$ cat src/rtl/seq_fetch_pkg.sv
`default_nettype none
// ============================================================================
// Package  : seq_pkg
// Purpose  : Shared widths and fetch state encoding for the sequencer fetch unit.
// Revision : 1.0
// ============================================================================
package seq_pkg;

    localparam int INST_W = 20;
    localparam int ADDR_W = 8;

    typedef enum logic [2:0] {
        ST_START = 3'd0,
        ST_FETCH = 3'd1,
        ST_REQ   = 3'd2,
        ST_ISSUE = 3'd3,
        ST_ERROR = 3'd4
    } fetch_state_t;

endpackage
`default_nettype wire

$ cat src/rtl/seq_fetch_if.sv
`default_nettype none
// ============================================================================
// Interface : seq_fetch_if
// Purpose   : Program-memory read channel between the fetch unit and memory.
// Revision  : 1.0
// ============================================================================
interface seq_fetch_if;
    import seq_pkg::*;

    logic              mem_req;
    logic [ADDR_W-1:0] mem_addr;
    logic              mem_ack;
    logic [INST_W-1:0] mem_data;

    modport master (
        output mem_req,
        output mem_addr,
        input  mem_ack,
        input  mem_data
    );

    modport slave (
        input  mem_req,
        input  mem_addr,
        output mem_ack,
        output mem_data
    );

endinterface
`default_nettype wire

$ cat src/rtl/seq_fetch_line.sv
`default_nettype none
// ============================================================================
// Module   : seq_fetch_line
// Purpose  : One-entry tag/data/valid line buffer with compare, load and flush.
// Revision : 1.0
// ============================================================================
module seq_fetch_line
    import seq_pkg::*;
(
    input  logic              clock,
    input  logic              reset,
    input  logic [ADDR_W-1:0] i_cmp_tag,
    output logic              o_hit,
    output logic [INST_W-1:0] o_data,
    input  logic              i_load,
    input  logic [ADDR_W-1:0] i_load_tag,
    input  logic [INST_W-1:0] i_load_data,
    input  logic              i_flush
);

    logic              r_valid;
    logic [ADDR_W-1:0] r_tag;
    logic [INST_W-1:0] r_data;

    always_ff @(posedge clock or negedge reset) begin
        if (!reset) begin
            r_valid <= 1'b0;
            r_tag   <= '0;
            r_data  <= '0;
        end else begin
            if (i_load) begin
                r_tag  <= i_load_tag;
                r_data <= i_load_data;
            end
            // A flush landing on the same edge as a fill leaves the line invalid.
            if (i_flush) begin
                r_valid <= 1'b0;
            end else if (i_load) begin
                r_valid <= 1'b1;
            end
        end
    end

    assign o_hit  = r_valid && (r_tag == i_cmp_tag);
    assign o_data = r_data;

endmodule
`default_nettype wire

$ cat src/rtl/seq_fetch.sv
`default_nettype none
// ============================================================================
// Module   : seq_fetch
// Purpose  : Instruction fetch FSM with a one-entry line buffer and a
//            sticky program-memory timeout error.
// Revision : 1.0
// ============================================================================
module seq_fetch
    import seq_pkg::*;
#(
    parameter int TIMEOUT = 15
) (
    input  logic              clock,
    input  logic              reset,
    input  logic              run,
    input  logic              flush,
    input  logic [ADDR_W-1:0] next,
    output logic [INST_W-1:0] inst,
    output logic              inst_en,
    output logic              error,
    seq_fetch_if.master       mem
);

    localparam int c_CNT_W = $clog2(TIMEOUT + 1);

    fetch_state_t       r_state;
    fetch_state_t       w_state_nxt;
    logic [c_CNT_W-1:0] r_cnt;
    logic [c_CNT_W-1:0] w_cnt_nxt;
    logic               w_fill;
    logic               w_line_hit;
    logic               w_hit_issue;
    logic [INST_W-1:0]  w_line_data;

    logic               r_mem_req;
    logic [ADDR_W-1:0]  r_mem_addr;
    logic [INST_W-1:0]  r_inst;
    logic               r_inst_en;
    logic               r_error;

    seq_fetch_line u_line (
        .clock       (clock),
        .reset       (reset),
        .i_cmp_tag   (next),
        .o_hit       (w_line_hit),
        .o_data      (w_line_data),
        .i_load      (w_fill),
        .i_load_tag  (r_mem_addr),
        .i_load_data (mem.mem_data),
        .i_flush     (flush)
    );

    always_ff @(posedge clock or negedge reset) begin
        if (!reset) begin
            r_state <= ST_START;
            r_cnt   <= '0;
        end else begin
            r_state <= w_state_nxt;
            r_cnt   <= w_cnt_nxt;
        end
    end

    always_comb begin
        w_state_nxt = r_state;
        w_cnt_nxt   = r_cnt;
        w_fill      = 1'b0;
        w_hit_issue = 1'b0;
        case (r_state)
            ST_START: begin
                w_state_nxt = ST_FETCH;
            end
            ST_FETCH: begin
                if (run) begin
                    if (w_line_hit && !flush) begin
                        w_hit_issue = 1'b1;
                        w_state_nxt = ST_ISSUE;
                    end else begin
                        w_cnt_nxt   = '0;
                        w_state_nxt = ST_REQ;
                    end
                end
            end
            ST_REQ: begin
                // Ack is checked first so it wins over a simultaneous timeout.
                if (mem.mem_ack) begin
                    w_fill      = 1'b1;
                    w_state_nxt = ST_ISSUE;
                end else begin
                    w_cnt_nxt = r_cnt + c_CNT_W'(1);
                    if (r_cnt == c_CNT_W'(TIMEOUT - 1)) begin
                        w_state_nxt = ST_ERROR;
                    end
                end
            end
            ST_ISSUE: begin
                w_state_nxt = ST_FETCH;
            end
            ST_ERROR: begin
                w_state_nxt = ST_ERROR;
            end
            default: begin
                w_state_nxt = ST_START;
            end
        endcase
    end

    always_ff @(posedge clock or negedge reset) begin
        if (!reset) begin
            r_mem_req  <= 1'b0;
            r_mem_addr <= '0;
            r_inst     <= '0;
            r_inst_en  <= 1'b0;
            r_error    <= 1'b0;
        end else begin
            r_mem_req <= (w_state_nxt == ST_REQ);
            r_inst_en <= (w_state_nxt == ST_ISSUE);
            r_error   <= (w_state_nxt == ST_ERROR);
            if (r_state == ST_FETCH && w_state_nxt == ST_REQ) begin
                r_mem_addr <= next;
            end
            if (w_fill) begin
                r_inst <= mem.mem_data;
            end else if (w_hit_issue) begin
                r_inst <= w_line_data;
            end
        end
    end

    assign mem.mem_req  = r_mem_req;
    assign mem.mem_addr = r_mem_addr;
    assign inst         = r_inst;
    assign inst_en      = r_inst_en;
    assign error        = r_error;

endmodule
`default_nettype wire

$ cat src/flat_wrapper.sv
// flat-port wrapper written by rule: the top's interface ports become plain ports
module seq_fetch_flat import seq_pkg::*;
#(
    parameter int TIMEOUT = 15
)
  (clock, reset, run, flush, next, inst, inst_en, error, mem_mem_req, mem_mem_addr, mem_mem_ack, mem_mem_data);
  seq_fetch_if mem_i ();
  input  logic clock;
  input  logic reset;
  input  logic run;
  input  logic flush;
  input  logic [ADDR_W-1:0] next;
  output logic [INST_W-1:0] inst;
  output logic inst_en;
  output logic error;
  output wire logic [$bits(mem_i.mem_req)-1:0] mem_mem_req;
  output wire logic [$bits(mem_i.mem_addr)-1:0] mem_mem_addr;
  input wire logic [$bits(mem_i.mem_ack)-1:0] mem_mem_ack;
  input wire logic [$bits(mem_i.mem_data)-1:0] mem_mem_data;
  assign mem_mem_req = mem_i.mem_req;
  assign mem_mem_addr = mem_i.mem_addr;
  assign mem_i.mem_ack = mem_mem_ack;
  assign mem_i.mem_data = mem_mem_data;
  seq_fetch #(.TIMEOUT(TIMEOUT)) u_core (.clock(clock), .reset(reset), .run(run), .flush(flush), .next(next), .inst(inst), .inst_en(inst_en), .error(error), .mem(mem_i));
endmodule
$ cat config.mk
export PLATFORM = sky130hd
export DESIGN_NAME = seq_fetch_flat
export DESIGN_NICKNAME = d
export VERILOG_FILES = /design/src/rtl/seq_fetch_pkg.sv /design/src/rtl/seq_fetch_if.sv /design/src/rtl/seq_fetch_line.sv /design/src/rtl/seq_fetch.sv /design/src/flat_wrapper.sv
export SDC_FILE = /design/constraint.sdc
export NUM_CORES = 1
export LEC_CHECK = 0
export CORE_MARGIN = 2
export CORE_UTILIZATION = 30
export CTS_CLUSTER_SIZE = 30
export DETAILED_ROUTE_END_ITERATION = 8
export GPL_TIMING_DRIVEN = 0
export SLEW_MARGIN = 10
export SYNTH_ARGS = -nofsm -noshare
export SYNTH_HDL_FRONTEND = slang
export SYNTH_SLANG_ARGS = --single-unit
$ cat constraint.sdc
create_clock -name clock -period 3.7 [get_ports clock]
set_input_delay 0.37 -clock clock [delete_from_list [all_inputs] [get_ports clock]]
set_output_delay 0.37 -clock clock [all_outputs]
set_load 0.005 [all_outputs]
==> flow_summary.ini, run 1 <==
[clock_tree]
ctsHoldBuffers = 1
clock_sinks = 67
cts_tree = built
cts-htree-levels = 3
insertion_delay_ns = 0.34
post_cts_buffers = 0
root_buffer = clkbuf_8
cts.path.max_buffers = 2
cts_buffers = 9
post_cts_resized = 0
clk_pin_slew_ns = 0.08

[synthesis]
synth_top_cell_area_share = 0.592
syn_nets = 239
synthAdderAreaFrac = 0.00883
synth_xor_area_frac = 0.0309
synth_area_leader_cell = dfrtp_1
synth_top_family_by_area = multiplexers
synth_commonest_cells = 67 x dfrtp_1, 36 x mux2_2, 20 x o221a_2, 20 x or3_1, 10 x xor2_1
synthSimpleGateAreaFrac = 0.0954
synth_area_leaders = dfrtp_1 59%, mux2_2 14%, o221a_2 7.9%, or3_1 4.4%, xor2_1 3.1%
synth-compound-area-share = 0.0998
synthFlopType = dfrtp_1
ys_ff_latch = 67
synth.area.mux_share = 0.143
synth_edf_count = 0
yosysWarnings = 0
avgSynthCellArea_um2 = 13.9
ys_async_sr_fraction = 1.00
synth_cell_types = 28
synth_most_common_cell = dfrtp_1
syn_inst = 204
synth_seq_area_share = 0.592
netlist_area_um2 = 2830

[floorplan]
die_w_um = 101
chipHeight_um = 101
core_area_um2 = 9200
rows = 35
start_util = 0.308
dieArea_um2 = 10200
io_pins = 64

[pwr]
p_switching_w = 0.000827
clockPowerShare = 0.214
ir_drop_mv = 0.320
p_int_w = 0.00205
p_comb_frac = 0.343
p_sw_frac = 0.287
p_leak_nw = 1.55
seqPwrFrac = 0.444
p_per_area_nw_per_um2 = 750

[place]
gp_congestion = 0.669
placed_area_um2 = 3630
hpwl_mm = 4.17
portBuffers = 63
pre_cts_slack_ns = 1.24

[drt]
routed_wirelength_mm = 6.10
drt-initial-drc-count = 50
vias_per_cell = 4.85
dr.pass1.iters = 4
wire_per_inst_um = 15.4
drc = 0
num_vias = 1919
ant_nets = 0

[finish]
fin_area_um2 = 3840
nets = 315
fillerInstances = 876
multi_input_area_um2 = 1070
diodes = 0
regArea_um2 = 1680
layout-drive-gt1-share = 0.298
areaGrowthSynthToFinish_pct = 35.5
finalCoreUtilization = 0.417

[global_routing]
grt_max_degree = 46
grt_pass1_wl_mm = 10.1
grt_overflow_total = 0
grt_pass1_vias = 2007
antenna_found_initial = 0
track_usage = 0.129

[timing]
finalCritPeriodShare = 0.552
drv_slew = 0
hold_ws_ns = 0.471
maxSlewHeadroom = 0.640
setup_ws_ns = 1.66
finClkSkew_ns = 0.0127
setup_violations = 0
worst_slew_pin_slew_ns = 0.540
fmax_mhz = 489
finalHoldViolCount = 0
min_period_ns = 2.04
grt_setup_unrepaired = false

[critical_path]
endpoint_kind = register
worst_ep_required_time_ns = 3.92
critPathKind = in2reg
critPathLaunchType = primary input
critPathArrivalTime_ns = 2.26
worstPathMaxFanout = 10

[outcome]
status = finished, final reports clean

[flow_run]
drv_cap = 0

[hold_path]
min_path_type = in2async
## final timing paths
path                                         from               endpoint  slack (ns)  depth (start not counted)
max in group asynchronous                   reset           u_core.error        2.70                          3
setup / recovery                          next[5]        u_core.inst[13]        1.66                          6
setup reg to reg           u_core.u_line.r_tag[5]        u_core.inst[13]        1.77                          5
hold reg to reg             u_core.u_line.r_valid  u_core.u_line.r_valid        0.51                          2
hold / removal                              reset         u_core.inst[7]        0.47                          2
min in group clock          u_core.u_line.r_valid  u_core.u_line.r_valid        0.51                          2
## registers in the layout, summed over array words and instances (netlist names)
register	cells
u_core.u_line.r_valid	1
u_core.r_cnt	4
u_core.u_line.r_tag	8
u_core.mem.mem_addr	8
u_core.inst_en	1
u_core.mem.mem_req	1
u_core.error	1
u_core.inst	20
u_core.r_state	3
u_core.u_line.o_data	20
## power by group through the flow
stage	combinational (W)	sequential, W	clock, W
2_1_floorplan	0.000521	0.00126	0
3_3_place_gp	0.000981	0.00128	0
3_5_place_dp	0.00100	0.00129	0
4_1_cts	0.00101	0.00128	0.000640
5_1_grt	0.00108	0.00133	0.000667
6_report	0.000987	0.00128	0.000616
## metrics by stage
step                setup TNS [ns]  total power [W]  std cells
finish                           0          0.00288        396
global route                     0          0.00308        396
CTS                              0          0.00293        396
detailed placement               0          0.00229        379
global placement             -4.07          0.00226        378
floorplan                        0          0.00178        204
## cell usage in the layout (no fill, tap or decap), drive strengths merged, types with 2 or more instances in the layout
cell,instances
o21ai,5
clkinv,2
xor2,10
clkbuf,14
dfrtp,67
nand2,2
clkdlybuf4s50,62
nor2b,3
a21oi,3
nor2,9
o221a,20
buf,10
or3,20
ha,2
clkinvlp,2
nand3b,2
inv,4
nand2b,2
mux2,36
## critical path: stages
cell	delay [ns]
clkdlybuf4s50_1	0.44
xor2_1	0.18
nor4_2	0.36
nand4b_1	0.24
clkbuf_1	0.32
o221a_2	0.35
## cell families after synthesis
| logic type | count (synthesis) |
|---|---|
| xor+xnor | 10 |
| mux | 36 |
| fa+ha+maj | 2 |
| buf+inv | 15 |
| simple gates | 44 |
| flops | 67 |
| compound gates | 30 |
## metal layers
metal  routed length [um]  global-route usage
met2                 2850               0.203
met3                  381              0.0518
met1                 2820               0.167
met4                   49              0.0343
met5                    0                   0
## layout make-up
| type | count | area share |
|---|---|---|
| clock buffer | 9 | 0.0323 |
| clock inverter | 7 | 0.0199 |
| tap | 111 | 0.0362 |
| multi-input combinational | 122 | 0.279 |
| sequential | 67 | 0.437 |
| buffer | 13 | 0.0205 |
| inverter | 2 | 0.00196 |
| timing repair buffer | 65 | 0.173 |
No activity file was read; power rests on OpenSTA's default activity.
==> inputs of run 2 (changes only) <==
==> constraint.sdc (replaced) <==
create_clock -name clock -period 1.91 [get_ports clock]
set_input_delay 0.191 -clock clock [delete_from_list [all_inputs] [get_ports clock]]
set_output_delay 0.191 -clock clock [all_outputs]
set_load 0.005 [all_outputs]
==> run 2 against run 1 <==
  * Final cell count is the same
  * Critical path depth shrank 1
  * Count of clock-buffer cells in the layout is the same
  * Critical path type is now reg2reg
  * Die area is the same
  * Power grew 94%
  * Sequential cell count is the same
  * First-iteration DRC count grew 20%
  * Combinational power grew 95%
  * Clock skew shrank 0.00071 ns
  * Sequential power grew 93%
==> flow_summary.ini, run 2 (same netlist as run 1, synthesis figures left out) <==
[drt]
drc = 0
dr.pass1.iters = 4
drt-initial-drc-count = 60
routed_wirelength_mm = 6.11
wire_per_inst_um = 15.4
ant_nets = 0
vias_per_cell = 4.79
num_vias = 1898

[floorplan]
start_util = 0.308
rows = 35
io_pins = 64
dieArea_um2 = 10200
chipHeight_um = 101
core_area_um2 = 9200
die_w_um = 101

[critical_path]
r2r-end = u_core.mem.mem_addr[1]
ff2ff_path_depth = 5
endpoint_kind = register
critPathKind = reg2reg
critPathLaunchType = register
timing.rr.start = u_core.r_state[1]
critPathArrivalTime_ns = 2.03
worst_ep_required_time_ns = 2.13
worstPathMaxFanout = 10
reg2reg_slack_ns = 0.10

[finish]
layout-drive-gt1-share = 0.312
nets = 315
areaGrowthSynthToFinish_pct = 36.3
layout_common_cells = 66 x dfrtp_1, 62 x clkdlybuf4s50_1, 36 x mux2_2
layout_commonest_cell = dfrtp_1
diodes = 0
final_cells = 396
finalCoreUtilization = 0.420

[clock_tree]
cts-htree-levels = 3
cts_buffers = 9
cts_tree = built
clk_pin_slew_ns = 0.08
clock_sinks = 67
root_buffer = clkbuf_8
insertion_delay_ns = 0.34
cts.path.max_buffers = 2

[place]
pre_cts_slack_ns = -0.370
portBuffers = 63
gp_congestion = 0.669
dp.cells = 379
hpwl_mm = 4.17

[pwr]
p_per_area_nw_per_um2 = 1450
ir_drop_mv = 0.719
p_leak_nw = 1.56
finalPower_w = 0.00559

[timing]
min_period_ns = 1.81
setup_violations = 0
finClkSkew_ns = 0.0120
maxSlewHeadroom = 0.726
worst_slew_pin_slew_ns = 0.411
fmax_mhz = 553
finalCritPeriodShare = 0.947
drv_slew = 0
finalHoldViolCount = 0
setup_ws_ns = 0.102
hold_ws_ns = 0.293

[global_routing]
grt_overflow_total = 0
grt_pass1_wl_mm = 10.1
antenna_found_initial = 0
track_usage = 0.129
grt_max_degree = 46
grt_pass1_vias = 2010

[hold_path]
min_path_type = in2async

[outcome]
status = finished, final reports clean

[flow_run]
drv_cap = 0
## run 2: cell types whose count changed in the layout (fill, tap and decap cells not counted)
cell,before,now
clkbuf_2,0,2
clkbuf_1,5,2
buf_8,0,1
buf_6,2,3
buf_2,3,1
clkbuf_4,0,1
dfrtp_1,67,66
dfrtp_2,0,1
## run 2: layer usage
layer	track usage	part of all wire	wire [um]
met2	0.203	0.47	2890
met5	0	0	0
met3	0.0518	0.060	365
met4	0.0343	0.0054	33
met1	0.167	0.46	2820
## run 2: power by group
part | internal [W] | leakage [nW] | switching, W
logic | 0.00130 | 0.662 | 0.000624
registers | 0.00208 | 0.800 | 0.000398
clock network | 0.000611 | 0.0962 | 0.000577
total | 0.00399 | 1.56 | 0.00160
## run 2: critical path, stage by stage (launching register included)
cell and delay, ns:
dfrtp_1 0.42, nor2b_1 0.16, nand3b_1 0.13, a31oi_1 0.33
clkbuf_4 0.32, mux2_2 0.35
## run 2: worst max-delay path by stage
stage | from | to | cells after the start
6_report | u_core.r_state[1] | u_core.mem.mem_addr[1] | 5
3_3_place_gp | reset | u_core.error | 1
2_1_floorplan | u_core.r_state[0] | u_core.u_line.o_data[10] | 6
4_1_cts | u_core.r_state[0] | u_core.u_line.o_data[11] | 6
5_1_grt | u_core.r_state[1] | u_core.mem.mem_addr[1] | 5
3_5_place_dp | next[5] | u_core.inst[12] | 6
## run 2: repair_timing
item / 4_1_cts / 5_1_grt
gates resized for setup: 2 / 13
pin swaps: 0 / 2
setup buffers: 0 / 1
hold endpoints to repair: 22 / 0
setup endpoints to repair: 10 / 36
cloned: 0 / 0
hold buffers: 1 / 0
## run 2: final cells by class
class / count / area (um2)
Multi-Input combinational cell: 122 / 1070
Inverter: 2 / 7.51
Clock buffer: 9 / 124
Buffer: 12 / 93.8
Timing Repair Buffer: 66 / 673
Fill cell: 877 / 5330
Sequential cell: 67 / 1680
Clock inverter: 7 / 76.3
Tap cell: 111 / 139
## run 2: metrics by stage
stage	setup TNS, ns	area, um2
floorplan	0	2830
global placement	-119.48	3600
detailed placement	-7.29	3630
CTS	0	3840
global route	-0.0204	3860
finish	0	3860
